===== config.mk =====
export PLATFORM = sky130hd
export DESIGN_NAME = rom_arbiter
export DESIGN_NICKNAME = d
export VERILOG_FILES = /design/src/rtl/lite16_pkg.sv /design/src/rtl/rr_pick2.sv /design/src/rtl/rom_arbiter.sv
export SDC_FILE = /design/constraint.sdc
export NUM_CORES = 1
export LEC_CHECK = 0
export CORE_ASPECT_RATIO = 0.7
export CORE_MARGIN = 2
export CORE_UTILIZATION = 40
export CTS_CLUSTER_SIZE = 40
export DETAILED_ROUTE_END_ITERATION = 7
export GPL_TIMING_DRIVEN = 0
export PLACE_DENSITY = 0.78
export REMOVE_ABC_BUFFERS = 1
export SYNTH_ARGS = -nofsm -noshare
export SYNTH_HDL_FRONTEND = slang
export SYNTH_HIERARCHICAL = 1
export SYNTH_SLANG_ARGS = --single-unit

===== constraint.sdc =====
create_clock -name clk -period 3.7 [get_ports clk]
set_input_delay 0.555 -clock clk [delete_from_list [all_inputs] [get_ports clk]]
set_output_delay 0.555 -clock clk [all_outputs]
set_load 0.01 [all_outputs]

===== src/rtl/lite16_pkg.sv =====
// Shared definitions for the 16-bit lite datapath: word width, arbiter FSM
// state encoding and requester identifiers.
package lite16_pkg;

  localparam int WORD_W = 16;

  typedef enum logic [1:0] {
    IDLE   = 2'd0,
    ACCESS = 2'd1,
    RESP   = 2'd2
  } state_t;

  // Requester ids; also the encoding of the round-robin pointer.
  localparam logic REQ_FETCH = 1'b0;
  localparam logic REQ_LOAD  = 1'b1;

endpackage


===== src/rtl/rr_pick2.sv =====
// Two-way round-robin picker. A lone requester always wins; on a tie the
// requester named by the pointer wins. Purely combinational.
module rr_pick2
  import lite16_pkg::*;
(
  input  logic req_f,
  input  logic req_l,
  input  logic ptr,
  output logic win,
  output logic any
);

  assign any = req_f | req_l;
  assign win = (req_f && req_l) ? ptr : (req_l ? REQ_LOAD : REQ_FETCH);

endmodule


===== src/rtl/rom_arbiter.sv =====
// Arbitrates a fetch and a load requester onto one combinational-read ROM.
// Each access takes IDLE -> ACCESS -> RESP; the response strobe, data and
// error flag are all registered so they are clean for the whole RESP cycle.
module rom_arbiter
  import lite16_pkg::*;
#(
  parameter int ROM_DEPTH = 65536
) (
  input  logic              clk,
  input  logic              rst,
  input  logic              f_req,
  input  logic [WORD_W-1:0] f_addr,
  output logic              f_valid,
  output logic [WORD_W-1:0] f_data,
  input  logic              l_req,
  input  logic [WORD_W-1:0] l_addr,
  output logic              l_valid,
  output logic [WORD_W-1:0] l_data,
  output logic              err,
  output logic              busy,
  output logic [WORD_W-1:0] rom_addr,
  input  logic [WORD_W-1:0] rom_data
);

  state_t            state;
  logic              ptr;
  logic              win_q;
  logic [WORD_W-1:0] addr_q;
  logic              pick_win;
  logic              pick_any;
  logic              oor;
  logic [WORD_W-1:0] rd_word;

  rr_pick2 u_pick (
    .req_f (f_req),
    .req_l (l_req),
    .ptr   (ptr),
    .win   (pick_win),
    .any   (pick_any)
  );

  // The ROM only ever sees the latched address, so requester address
  // changes never glitch onto the ROM bus.
  assign rom_addr = addr_q;

  // Out-of-range words read as zero regardless of what the ROM drives.
  assign oor     = int'({16'd0, addr_q}) >= ROM_DEPTH;
  assign rd_word = oor ? '0 : rom_data;

  // Access sequencer: grant in IDLE, read in ACCESS, present in RESP.
  // f_data/l_data are the per-requester read-data registers and hold
  // their value between responses.
  always_ff @(posedge clk) begin
    if (rst) begin
      state   <= IDLE;
      ptr     <= REQ_FETCH;
      win_q   <= REQ_FETCH;
      addr_q  <= '0;
      f_data  <= '0;
      l_data  <= '0;
      f_valid <= 1'b0;
      l_valid <= 1'b0;
      err     <= 1'b0;
      busy    <= 1'b0;
    end else begin
      case (state)
        IDLE: begin
          if (pick_any) begin
            state  <= ACCESS;
            busy   <= 1'b1;
            win_q  <= pick_win;
            // Pointer moves to whoever was not served this time.
            ptr    <= ~pick_win;
            addr_q <= (pick_win == REQ_LOAD) ? l_addr : f_addr;
          end
        end
        ACCESS: begin
          state   <= RESP;
          f_valid <= (win_q == REQ_FETCH);
          l_valid <= (win_q == REQ_LOAD);
          err     <= oor;
          if (win_q == REQ_FETCH) f_data <= rd_word;
          else                    l_data <= rd_word;
        end
        RESP: begin
          state   <= IDLE;
          busy    <= 1'b0;
          f_valid <= 1'b0;
          l_valid <= 1'b0;
          err     <= 1'b0;
        end
        default: begin
          state   <= IDLE;
          busy    <= 1'b0;
          f_valid <= 1'b0;
          l_valid <= 1'b0;
          err     <= 1'b0;
        end
      endcase
    end
  end

endmodule


* Yosys cells after proc, flatten, opt, wreduce, memory -nomap -nowiden
Cells that the tools add are included.
Storage, ports and cells: output and inout port bits 52, word-level logic and storage cells 30, bits of input ports 52, flip-flop bits (word level) 55
Cells by class: multiplexer cells 9, bitwise operators 4, reduce and logical (&&, ||, !) cells 6, equality and inequality tests 2
Operators with widths (count):
- 16-bit 2-to-1 mux | 1
- 2-bit AND reduction | 4
- 1-bit one-hot mux with 2 select lines | 3
- 2-bit one-hot mux with 2 select lines | 1
- 1-bit 2-to-1 mux | 3
- 1-bit NOT | 3
- 2-bit by 1-bit == test with 1-bit output (second input constant) | 1
- 2-bit zero test | 1
- 2-bit 2-to-1 mux | 1
- 2-bit inequality test (second input constant) | 1
- 1-bit logical AND | 1
- 1-bit OR | 1

* Longest topological paths before layout
Gate-level depths: netlist of run 1.
depth after elaboration 3, mapped depth 7, gate-level depth less buffers 5

* By module
Netlist of run 1, hierarchy kept.
Modules (own cells, without submodules):
- rom_arbiter | sequential area each 1101.1 um^2, cells an instance 240, area an instance 2193.4 um^2, times used 1
- rr_pick2 | sequential area each 0.0 um^2, cells an instance 3, area an instance 17.5 um^2, times used 1

* Worst setup path after synthesis of run 1
OpenSTA, ideal clock, no wires.
path type input-to-reg, from input port l_req, to register addr_q[10] (netlist: rom_addr[10]), library setup time 0.146 ns, stages on the path 5, required time 3.554 ns, buffers on the path 2, path slack 2.117 ns, arrival time 1.437 ns, cells stage by stage a21boi_1 > buf_4 > buf_2 > mux2i_1 > a211oi_2
On the way: word-level cells in the longest chain between the ends 3, elaborated cells between the ends (all ways) 6, classes of those cells mux (3); bitwise (1); reduce/logical (2)
Ends and longest elaborated chain:
- start, declared | RTL line rom_arbiter.sv:15 | input logic l_req,
- 1-bit 2-to-1 mux / 1-bit logical AND (equally long branches) | RTL line rr_pick2.sv:14 | assign win = (req_f && req_l) ? ptr : (req_l ? REQ_LOAD : REQ_FETCH);
- 1-bit 2-to-1 mux | RTL line rr_pick2.sv:14
- 16-bit 2-to-1 mux | RTL line rom_arbiter.sv:74 | addr_q <= (pick_win == REQ_LOAD) ? l_addr : f_addr;
- end signal, assigned | RTL line rom_arbiter.sv:74
- end, declared | RTL line rom_arbiter.sv:28 | logic [WORD_W-1:0] addr_q;
Parallel ways exist; a longest one is shown, timed or not. A chain may end at the register's enable or synchronous reset.

* Final worst setup path of run 1
from input port f_req, to register addr_q[8] (netlist: rom_addr[8])
On the way: elaborated cells between the ends (all ways) 5, classes of those cells mux (2); bitwise (1); reduce/logical (2)
RTL lines:
- start, declared | RTL line rom_arbiter.sv:11 | input logic f_req,
- 1-bit OR | RTL line rr_pick2.sv:13 | assign any = req_f | req_l;
- named net pick_any | RTL line rom_arbiter.sv:30 | logic pick_any;
- 2-bit AND reduction (no source line)
The timed path passes the listed nets, and every way through them passes these cells.

==> parameters.txt, run 1 <==
Parameter                              Value

Status
  Result of the run ... finished clean

Setup path
  Type of destination of the critical path ... flop
  Required time at the endpoint of the critical path ... 3.91 ns
  Crit path launch type ... input port
  Critical-path top delay cell ... sky130_fd_sc_hd__nor3b_4
  Signal arrival time at the worst endpoint ... 2.43 ns
  Buffers & Inverters on Critical Path ... 2
  Stage delay of the slowest cell on the critical path ... 0.70 ns
  Top delay family on crit path ... simple AND/OR/NAND/NOR gates
  Largest driver fanout on the critical path ... 18
  Kind of critical path ... in -> reg
  Worst-path cell chain ... clkdlybuf4s50_1 -> or2_1 -> nor3b_4 -> buf_6 -> nor2_1 -> a211oi_2

Floorplan
  Starting Density ... 0.418
  Overall die area ... 6150 um^2
  Placement Rows ... 22
  Width of the die ... 92.9 um
  Die Span Y ... 66.2 um
  Placeable core region ... between 5000 and 6000 um^2
  Number of ports placed on the die boundary ... between 100 and 150

STA
  Time the worst path needs with I/O delays and setup ... ~2.2 ns
  Worst relative slew slack ... 0.309
  Number of endpoints failing setup at the final stage ... 0
  Final Cycle Share ... 0.599
  Achievable Freq ... 0.451 GHz
  Setup repair after global routing missed its margin ... false
  Hold Fails Final Rpt ... 0
  Clock tree skew after final layout ... between 0.005 and 0.006 ns
  Setup TNS Final ... 0 ns
  Count of final max-slew check failures ... 0
  Slew at the pin with the worst max-slew slack ... around 1.0 ns

Place
  PortBufs ... 102
  Final HPWL from detailed placement ... 3.72 mm
  Final GP Congestion ... 0.722

Pwr
  Switching Power ... 0.317 mW
  Worst ir drop on vdd ... roughly 0.00022 V
  Switching portion of total power ... 0.256
  Total power density per cell area ... 374 nW/um^2
  Portion of total power attributed to combinational logic ... 0.232
  Relative contribution of the clock network to total power ... 0.238
  Static leakage power ... 1.17 nW
  Post-route total power ... 1.24 mW
  Internal power contribution ... 0.920 mW
  Register share of total power ... 0.531

Synthesis
  Synthesis Warnings ... 6
  Mapped Cells ... approximately 240
  Cell taking the most area after synthesis ... sky130_fd_sc_hd__dfxtp_1
  Portion of the post-synthesis area used by sequential elements ... 0.498
  Post-synthesis compound-gate area fraction ... 0.168
  Portion of synthesized cell area occupied by the leading cell type ... 0.498
  Average footprint of a synthesized cell ... 9.10 um^2
  Post-synth cell types ... 25
  Xor/xnor cell area share of the yosys netlist ... 0
  Dominant combinational cell family by area after synthesis ... simple AND/OR/NAND/NOR gates
  Post-synthesis mux area share ... 0.0860
  Adder-cell share of the synthesized area ... 0
  Top cells by area in the synthesized netlist ... sky130_fd_sc_hd__dfxtp_1 (50%), sky130_fd_sc_hd__nand2_1 (11%), sky130_fd_sc_hd__mux2i_1 (8.6%), sky130_fd_sc_hd__a211oi_2 (7.9%), sky130_fd_sc_hd__a21oi_1 (7.5%)
  Share of synthesized cell area in and, or, nand and nor gates ... 0.180
  Synthesized flop and latch total ... 55
  Cell area after technology mapping ... 2210 um^2

Clock tree
  Clock transition at the registers of the reported paths ... roughly 0.090 ns
  Quantity of hold-fixing buffers added after cts ... 0
  Maximum level of the CTS H-tree ... 2
  Number of gates resized after CTS ... 0
  Maximum buffer depth of the clock tree ... 2
  Buffer cell driving the clock tree root ... sky130_fd_sc_hd__clkbuf_8
  Count of clock tree sinks ... 55
  Clock tree from TritonCTS ... built
  Total clock buffers created by CTS ... 5
  Number of buffers added for setup after CTS ... 0
  Worst-Skew Late Latency ... around 0.29 ns

Global routing
  Global Route met1 Usage ... 0.216
  Overflow left after global routing ... 0
  Antenna violations before repair ... 0
  Global-route usage over all layers ... 0.174
  GR Util met3 ... 0.0502
  Largest net degree at the start of global routing ... 46
  Global-route wire length before repair ... around 8.5 mm
  Layer with the highest usage ... met2
  Met2 layer usage reported by global route ... 0.299
  Number of global-route vias before repair ... 1815

Cells and area
  Storage cell area ... 1100 um^2
  Leading cell types in the layout, fill and taps excluded ... sky130_fd_sc_hd__clkdlybuf4s50_1 (101), sky130_fd_sc_hd__nand2_1 (64), sky130_fd_sc_hd__dfxtp_1 (55), sky130_fd_sc_hd__a21oi_1 (33)
  Fraction of layout instances using a drive strength above 1 ... 0.0781
  NumNets Final ... 386
  Most common library cell in the layout ignoring fill and taps ... sky130_fd_sc_hd__clkdlybuf4s50_1
  Number of antenna diodes ... 0
  Combined area of the multi-input logic cells ... approximately 970 um^2
  Area growth from synthesis to layout ... 49.5%
  Number of fill cells in the layout ... 483

Detailed routing
  Via-to-Cell Ratio ... between 4 and 5
  Violation count after the first detailed-route iteration ... 77
  Post-DRT Antenna Nets ... 0
  DRC violations left ... 0
  Number of vias after detailed routing ... 1886
  First-pass DRT Iterations ... 4
  Routed wire per std cell ... 12.8 um
  Final wirelength ... 5.19 mm

Run
  # Max-Cap Violations ... 0

Hold path
  Worst min-delay path category ... reg -> reg
-- worst min-delay path, delay by kind of cell (launching register included) --
kind	cells	cell delay, ns
DFF	1	0.32
AOI/OAI and AO/OA	1	0.05
and+or+nand+nor	1	0.05
-- layout make-up --
cell class	instances	share of cell area
Clock buffer	6	0.0220
Inverter	3	0.00341
Multi-Input combinational cell	164	0.293
Sequential cell	55	0.333
Timing Repair Buffer	105	0.321
Tap cell	72	0.0273
-- per-stage QoR --
stage / hold WS (ns) / cells / area [um^2] / setup slack (ns) / utilization
3_3_place_gp: 0.442 / 396 / 3190 / 0.406 / 0.603
2_1_floorplan: 0.460 / 222 / 2080 / 1.36 / -
6_report: 0.457 / 405 / 3300 / 1.48 / 0.625
3_5_place_dp: 0.448 / 398 / 3220 / 0.822 / 0.609
5_1_grt: 0.481 / 405 / 3300 / 1.37 / 0.625
4_1_cts: 0.458 / 404 / 3290 / 1.14 / 0.623
-- path summary, 6_finish.rpt --
path	startpoint	end	slack [ns]	depth (start not counted)
min reg2reg	f_data[1]$_SDFFE_PP0P_	f_data[1]$_SDFFE_PP0P_	0.46	2
max reg2reg	state[0]$_SDFFE_PP0P_	f_data[2]$_SDFFE_PP0P_	1.91	3
max	f_req	rom_addr[8]$_SDFFE_PP0P_	1.48	6
min	f_data[1]$_SDFFE_PP0P_	f_data[1]$_SDFFE_PP0P_	0.46	2
-- synth_stat cells, drive strengths merged --
| cell | count |
|---|---|
| a2111oi | 1 |
| a211oi | 16 |
| a21boi | 1 |
| a21oi | 33 |
| and3b | 1 |
| buf | 13 |
| clkbuf | 8 |
| conb | 1 |
| dfxtp | 55 |
| inv | 3 |
| mux2i | 19 |
| nand2 | 64 |
| nand3b | 1 |
| nor2 | 19 |
| nor3 | 3 |
| nor3b | 2 |
| nor4b | 1 |
| or2 | 1 |
| or3b | 1 |
-- kinds of logic (layout without fill, tap and decap cells) --
logic type,after synthesis,count (layout)
buf+inv,24,114
flops,55,55
simple gates,93,93
mux,19,19
compound gates,51,51
other cells,1,1
-- registers in the layout, indices dropped and copies added (netlist names) --
name	cells
f_data	16
f_valid	1
win_q	1
rom_addr	16
state	2
l_data	16
l_valid	1
ptr	1
busy	1
-- metal layers --
| layer | wire length, um | up-vias |
|---|---|---|
| met5 | 0 | - |
| met4 | 42 | 0 |
| met3 | 359 | 4 |
| met2 | 2440 | 52 |
| met1 | 2340 | 843 |
| li1 | - | 987 |
-- power by group through the flow --
stage,Combinational [mW],Sequential (mW),Clock (mW)
after floorplan,0.105,0.686,0
after CTS,0.289,0.656,0.307
after global placement,0.280,0.669,0
final,0.286,0.656,0.294
after detailed placement,0.288,0.670,0
after global routing,0.311,0.662,0.329
Power figures use the tool's default switching activity.
==> run 2: changes to the inputs <==
Clock period 3.7 ns to 2.1 ns, I/O delays scaled along.
==> run 2 against run 1 <==
Compared with the run above:
- non-clock buffer count shrank 1
- via count grew 0.58%
- worst hold slack lost 0.11 ns
- register-to-register slack lost 1.6 ns
- combinational power grew 78%
- sequential share of layout area shrank 0.14 points
- largest cell class unchanged
==> parameters.txt, run 2 (synthesis gave the netlist of run 1 again) <==
Parameter                              Value

Clock tree
  Maximum buffer depth of the clock tree ... 2 (unchanged)
  Total clock buffers created by CTS ... 5 (unchanged)
  Maximum level of the CTS H-tree ... 2 (unchanged)
  Buffer cell driving the clock tree root ... sky130_fd_sc_hd__clkbuf_8 (unchanged)
  Quantity of hold-fixing buffers added after cts ... 0 (unchanged)
  Number of buffers added for setup after CTS ... 0 (unchanged)
  Clock transition at the registers of the reported paths ... 0.09 ns (about the same)
  Count of clock tree sinks ... 55 (unchanged)
  Clock tree from TritonCTS ... built (unchanged)
  Worst-Skew Late Latency ... 0.29 ns (about the same)

Cells and area
  Leading cell types in the layout, fill and taps excluded ... sky130_fd_sc_hd__clkdlybuf4s50_1 (101), sky130_fd_sc_hd__nand2_1 (64), sky130_fd_sc_hd__dfxtp_1 (55), sky130_fd_sc_hd__a21oi_1 (33) (unchanged)
  Fraction of layout instances using a drive strength above 1 ... 0.0781 (unchanged)
  Number of antenna diodes ... 0 (unchanged)
  Area growth from synthesis to layout ... 50.1% (was 49.5%)
  NumNets Final ... 386 (unchanged)
  Share of the core filled with cells in the final layout ... 0.628 (was 0.625)
  Most common library cell in the layout ignoring fill and taps ... sky130_fd_sc_hd__clkdlybuf4s50_1 (unchanged)

Place
  Final HPWL from detailed placement ... 3.72 mm (unchanged)
  Final GP Congestion ... 0.722 (unchanged)
  PortBufs ... 102 (unchanged)

Global routing
  Overflow left after global routing ... 0 (unchanged)
  Antenna violations before repair ... 0 (unchanged)
  Number of global-route vias before repair ... 1846 (was 1815)
  Largest net degree at the start of global routing ... 46 (unchanged)
  Global-route wire length before repair ... 8.85 mm (was 8.50 mm)
  Global-route usage over all layers ... 0.182 (was 0.174)

Setup path
  Critical path launch point ... f_req (unchanged)
  Required time at the endpoint of the critical path ... 2.31 ns (was 3.91 ns)
  Largest driver fanout on the critical path ... 17 (was 18)
  End point of the critical path ... rom_addr[15]$_SDFFE_PP0P_ (was rom_addr[8]$_SDFFE_PP0P_)
  Reg-to-reg startpoint ... state[1]$_SDFFE_PP0P_ (was state[0]$_SDFFE_PP0P_)
  Slack of the worst reg-to-reg path ... 0.33 ns (was 1.91 ns)
  Type of destination of the critical path ... flop (unchanged)
  Signal arrival time at the worst endpoint ... 2.14 ns (was 2.43 ns)
  Crit path launch type ... input port (unchanged)
  Reg2Reg Depth ... 3 (unchanged)
  Crit Reg-Reg Endpoint ... rom_addr[15]$_SDFFE_PP0P_ (was f_data[2]$_SDFFE_PP0P_)
  Kind of critical path ... in -> reg (unchanged)

Detailed routing
  Post-DRT Antenna Nets ... 0 (unchanged)
  Violation count after the first detailed-route iteration ... 62 (was 77)
  Routed wire per std cell ... 13.3 um (was 12.8 um)
  Number of vias after detailed routing ... 1897 (was 1886)
  Via-to-Cell Ratio ... 4.68 (was 4.66)
  DRC violations left ... 0 (unchanged)
  Final wirelength ... 5.39 mm (was 5.19 mm)
  First-pass DRT Iterations ... 4 (unchanged)

Floorplan
  Width of the die ... 92.9 um (unchanged)
  Overall die area ... 6150 um^2 (unchanged)
  Placement Rows ... 22 (unchanged)
  Placeable core region ... 5290 um^2 (unchanged)
  Starting Density ... 0.418 (unchanged)
  Number of ports placed on the die boundary ... 104 (unchanged)
  Die Span Y ... 66.2 um (unchanged)

STA
  Hold Fails Final Rpt ... 0 (unchanged)
  Worst relative slew slack ... 0.335 (was 0.309)
  Achievable Freq ... 0.517 GHz
  Count of final max-slew check failures ... 0 (unchanged)
  Number of endpoints failing setup at the final stage ... 0 (unchanged)
  Time the worst path needs with I/O delays and setup ... 1.93 ns
  Slew at the pin with the worst max-slew slack ... 0.996 ns (was 1.03 ns)
  Setup TNS Final ... 0 ns (unchanged)
  Setup repair after global routing missed its margin ... false (unchanged)
  Minimum hold slack ... 0.345 ns (was 0.457 ns)
  Clock tree skew after final layout ... 0.00539 ns (was 0.00516 ns)
  Final Cycle Share ... 0.920

Run
  # Max-Cap Violations ... 0 (unchanged)

Status
  Result of the run ... finished clean (unchanged)

Pwr
  Worst ir drop on vdd ... 0.000393 V (was 0.000224 V)
  Static leakage power ... 1.17 nW (about the same)
  Total power density per cell area ... 660 nW/um^2 (was 374 nW/um^2)

Hold path
  Hold depth ... 2 (unchanged)
  Worst min-delay path category ... in -> reg (was reg -> reg)
-- run 2: critical path, stage by stage --
cell and delay [ns]:
sky130_fd_sc_hd__clkdlybuf4s50_1 0.48, sky130_fd_sc_hd__or2_1 0.19, sky130_fd_sc_hd__nor3b_4 0.85, sky130_fd_sc_hd__nor2_1 0.08, sky130_fd_sc_hd__a211oi_1 0.22
-- run 2: layout make-up --
cell class	instances	area, um^2
clock buffer	6	72.6
fill	481	1970
inverter	3	11.3
multi-input combinational	165	992
sequential	55	1100
tap	72	90.1
timing repair buffer	104	1050
-- run 2: per-layer routing --
layer,vias up,global-route usage,share of wire
li1,990,-,-
met1,852,0.237,0.47
met2,51,0.303,0.46
met3,4,0.0502,0.068
met4,0,0.0460,0.0078
met5,-,0,0
-- run 2: metrics by stage --
stage | instance area (um^2) | setup slack [ns] | instances | power, mW
global placement | 3190 | -0.954 | 396 | 1.67
global route | 3320 | 0.0671 | 405 | 2.30
floorplan | 2080 | -0.0140 | 222 | 1.39
detailed placement | 3220 | -0.538 | 398 | 1.69
CTS | 3310 | 0.122 | 405 | 2.22
finish | 3320 | 0.167 | 405 | 2.19
-- run 2: how the worst min path moves through the flow --
stage / startpoint / end / slack (ns)
2_1_floorplan: rst / rom_addr[10]$_SDFFE_PP0P_ / 0.38
3_3_place_gp: f_data[0]$_SDFFE_PP0P_ / f_data[0]$_SDFFE_PP0P_ / 0.44
3_5_place_dp: f_data[1]$_SDFFE_PP0P_ / f_data[1]$_SDFFE_PP0P_ / 0.45
4_1_cts: rst / ptr$_SDFFE_PP0P_ / 0.34
5_1_grt: rst / l_data[1]$_SDFFE_PP0P_ / 0.36
6_report: rst / ptr$_SDFFE_PP0P_ / 0.34
-- run 2: repair_timing --
item | in CTS | in global routing
hold endpoints to repair | 0 | 0
endpoints found under the setup margin | 18 | 14
pin swaps | 0 | 0
resized for setup | 1 | 1
cloned | 1 | 0
-- run 2: where the power goes --
part,switching (mW),internal (mW),leakage [nW]
sequential,0.0467,1.11,0.450
combinational,0.223,0.286,0.686
clock,0.297,0.223,0.0371
==> run 3: changes to the inputs <==
Settings changed: CORE_MARGIN 2 to default, PLACE_DENSITY 0.78 to default, PLACE_DENSITY_LB_ADDON from default to 0.15.
==> run 3 against run 2 <==
Compared with the run above:
- maximum frequency up 7.4%
- routed wire length down 0.24%
- utilization up 1.3 points
- register-to-register slack better by 0.06 ns
- first-iteration DRC count up 26%
- worst hold slack better by 0.032 ns
- global-route usage up 1.6 points
- flip-flop and latch count unchanged
- final cell count up 1.2%
- critical path depth unchanged
- via count up 3.2%
- critical endpoint is now ptr$_SDFFE_PP0P_
- largest power group unchanged
==> parameters.txt, run 3 (synthesis gave the netlist of run 1 again) <==
Parameter                              Value

Pwr
  Total power density per cell area ... 709 nW/um^2 (was 660 nW/um^2)
  Static leakage power ... 1.21 nW (was 1.17 nW)
  Switching Power ... 0.606 mW (was 0.567 mW)
  Relative contribution of the clock network to total power ... 0.301 (was 0.238)
  Worst ir drop on vdd ... 0.000487 V (was 0.000393 V)
  Post-route total power ... 2.40 mW (was 2.19 mW)
  Switching portion of total power ... 0.253 (was 0.259)
  Internal power contribution ... 1.79 mW (was 1.62 mW)
  Register share of total power ... 0.483 (was 0.530)
  Portion of total power attributed to combinational logic ... 0.216 (was 0.232)

Setup path
  Worst-path cell chain ... clkdlybuf4s50_1 -> or2_1 -> nor3b_4 -> mux2i_1 -> nor2_1 (was clkdlybuf4s50_1 -> or2_1 -> nor3b_4 -> nor2_1 -> a211oi_1)
  Kind of critical path ... in -> reg (unchanged)
  Critical-path top delay cell ... sky130_fd_sc_hd__nor3b_4 (unchanged)
  Reg2Reg Depth ... 3 (unchanged)
  Required time at the endpoint of the critical path ... 2.29 ns (was 2.31 ns)
  Stage delay of the slowest cell on the critical path ... 0.66 ns (was 0.85 ns)
  Signal arrival time at the worst endpoint ... 1.99 ns (was 2.14 ns)
  Largest driver fanout on the critical path ... 17 (unchanged)
  Type of destination of the critical path ... flop (unchanged)
  Crit path launch type ... input port (unchanged)

Global routing
  Number of global-route vias before repair ... 1938 (was 1846)
  Largest net degree at the start of global routing ... 45 (was 46)
  Overflow left after global routing ... 0 (unchanged)
  Antenna violations before repair ... 0 (unchanged)
  Global-route usage over all layers ... 0.199 (was 0.182)
  Global-route wire length before repair ... 9.20 mm (was 8.85 mm)

Clock tree
  Buffer cell driving the clock tree root ... sky130_fd_sc_hd__clkbuf_8 (unchanged)
  Maximum level of the CTS H-tree ... 2 (unchanged)
  Total clock buffers created by CTS ... 5 (unchanged)
  Quantity of hold-fixing buffers added after cts ... 0 (unchanged)
  Clock transition at the registers of the reported paths ... 0.09 ns (about the same)
  Maximum buffer depth of the clock tree ... 2 (unchanged)
  Clock tree from TritonCTS ... built (unchanged)
  Count of clock tree sinks ... 55 (unchanged)
  Worst-Skew Late Latency ... 0.30 ns (was 0.29 ns)

Cells and area
  Area growth from synthesis to layout ... 53.1% (was 50.1%)
  Fraction of layout instances using a drive strength above 1 ... 0.0947 (was 0.0781)
  NumNets Final ... 389 (was 386)
  Number of antenna diodes ... 0 (unchanged)
  Leading cell types in the layout, fill and taps excluded ... sky130_fd_sc_hd__clkdlybuf4s50_1 (101), sky130_fd_sc_hd__nand2_1 (64), sky130_fd_sc_hd__dfxtp_1 (55), sky130_fd_sc_hd__a21oi_1 (33) (unchanged)
  Combined area of the multi-input logic cells ... 992 um^2 (unchanged)
  Share of the core filled with cells in the final layout ... 0.641 (was 0.628)
  Number of fill cells in the layout ... 472 (was 481)
  Storage cell area ... 1100 um^2 (unchanged)
  Most common library cell in the layout ignoring fill and taps ... sky130_fd_sc_hd__clkdlybuf4s50_1 (unchanged)

Floorplan
  Placeable core region ... 5290 um^2 (unchanged)
  Number of ports placed on the die boundary ... 104 (unchanged)
  Width of the die ... 90.9 um (was 92.9 um)
  Starting Density ... 0.418 (unchanged)
  Placement Rows ... 22 (unchanged)
  Die Span Y ... 64.2 um (was 66.2 um)
  Overall die area ... 5830 um^2 (was 6150 um^2)

Detailed routing
  Via-to-Cell Ratio ... 4.78 (was 4.68)
  Post-DRT Antenna Nets ... 0 (unchanged)
  Number of vias after detailed routing ... 1958 (was 1897)
  Routed wire per std cell ... 13.1 um (was 13.3 um)
  DRC violations left ... 0 (unchanged)
  First-pass DRT Iterations ... 4 (unchanged)
  Final wirelength ... 5.38 mm (was 5.39 mm)
  Violation count after the first detailed-route iteration ... 78 (was 62)

Place
  Final HPWL from detailed placement ... 3.52 mm (was 3.72 mm)
  Final GP Congestion ... 0.661 (was 0.722)
  PortBufs ... 102 (unchanged)

STA
  Hold Fails Final Rpt ... 0 (unchanged)
  Count of final max-slew check failures ... 0 (unchanged)
  Achievable Freq ... 0.555 GHz (was 0.517 GHz)
  Clock tree skew after final layout ... 0.00577 ns (was 0.00539 ns)
  Worst relative slew slack ... 0.488 (was 0.335)
  Minimum hold slack ... 0.377 ns (was 0.345 ns)
  Setup repair after global routing missed its margin ... false (unchanged)
  Number of endpoints failing setup at the final stage ... 0 (unchanged)
  Time the worst path needs with I/O delays and setup ... 1.80 ns (was 1.93 ns)
  Final Cycle Share ... 0.857 (was 0.920)
  Slew at the pin with the worst max-slew slack ... 0.768 ns (was 0.996 ns)

Run
  # Max-Cap Violations ... 0 (unchanged)

Hold path
  Hold depth ... 2 (unchanged)
  Worst min-delay path category ... in -> reg (unchanged)

Status
  Result of the run ... finished clean (unchanged)
## run 3: repair_timing
item | in CTS | in global routing
pin swaps | 0 | 0
gates resized for setup | 1 | 1
cloned | 1 | 0
endpoints found under the setup margin | 18 | 17
setup buffers | 0 | 3
## run 3: worst paths after layout
| check | startpoint | end | slack [ns] |
|---|---|---|---|
| min | rst | l_data[1]$_SDFFE_PP0P_ | 0.38 |
| max | f_req | ptr$_SDFFE_PP0P_ | 0.30 |
| max reg2reg | state[0]$_SDFFE_PP0P_ | f_data[6]$_SDFFE_PP0P_ | 0.39 |
| min reg2reg | f_data[13]$_SDFFE_PP0P_ | f_data[13]$_SDFFE_PP0P_ | 0.46 |
## run 3: critical path: cells and delay by family
family                 cells  cell delay [ns]
buffers and inverters      1             0.48
AND/OR/NAND/NOR            3             0.92
multiplexers               1             0.27
## run 3: power by group through the flow
stage / logic (mW) / clock network (mW) / registers (mW)
detailed placement: 0.505 / 0 / 1.18
global placement: 0.494 / 0 / 1.18
finish: 0.518 / 0.722 / 1.16
floorplan: 0.185 / 0 / 1.21
global route: 0.565 / 0.781 / 1.17
CTS: 0.514 / 0.744 / 1.16
## run 3: cell type report
type,count,area share
multi-input cells,165,0.293
clock buffers,6,0.0244
repair buffers,107,0.317
well taps,72,0.0266
inverters,3,0.00333
flip-flops and latches,55,0.325
clock inverters,2,0.0103
## run 3: metrics by stage
step                cells  cell area (um^2)  TNS, ns  setup WS (ns)
finish                410              3390        0          0.300
global route          410              3390        0          0.147
CTS                   407              3360        0          0.116
detailed placement    398              3220    -9.14         -0.549
global placement      396              3190   -36.62          -1.02
floorplan             222              2080   -0.196        -0.0140
## run 3: metal layers
| layer | vias up | part of all wire | track usage |
|---|---|---|---|
| met5 | - | 0 | 0 |
| met4 | 0 | 0.0056 | 0.0575 |
| met3 | 2 | 0.043 | 0.0429 |
| met2 | 49 | 0.46 | 0.337 |
| met1 | 912 | 0.49 | 0.256 |
| li1 | 995 | - | - |
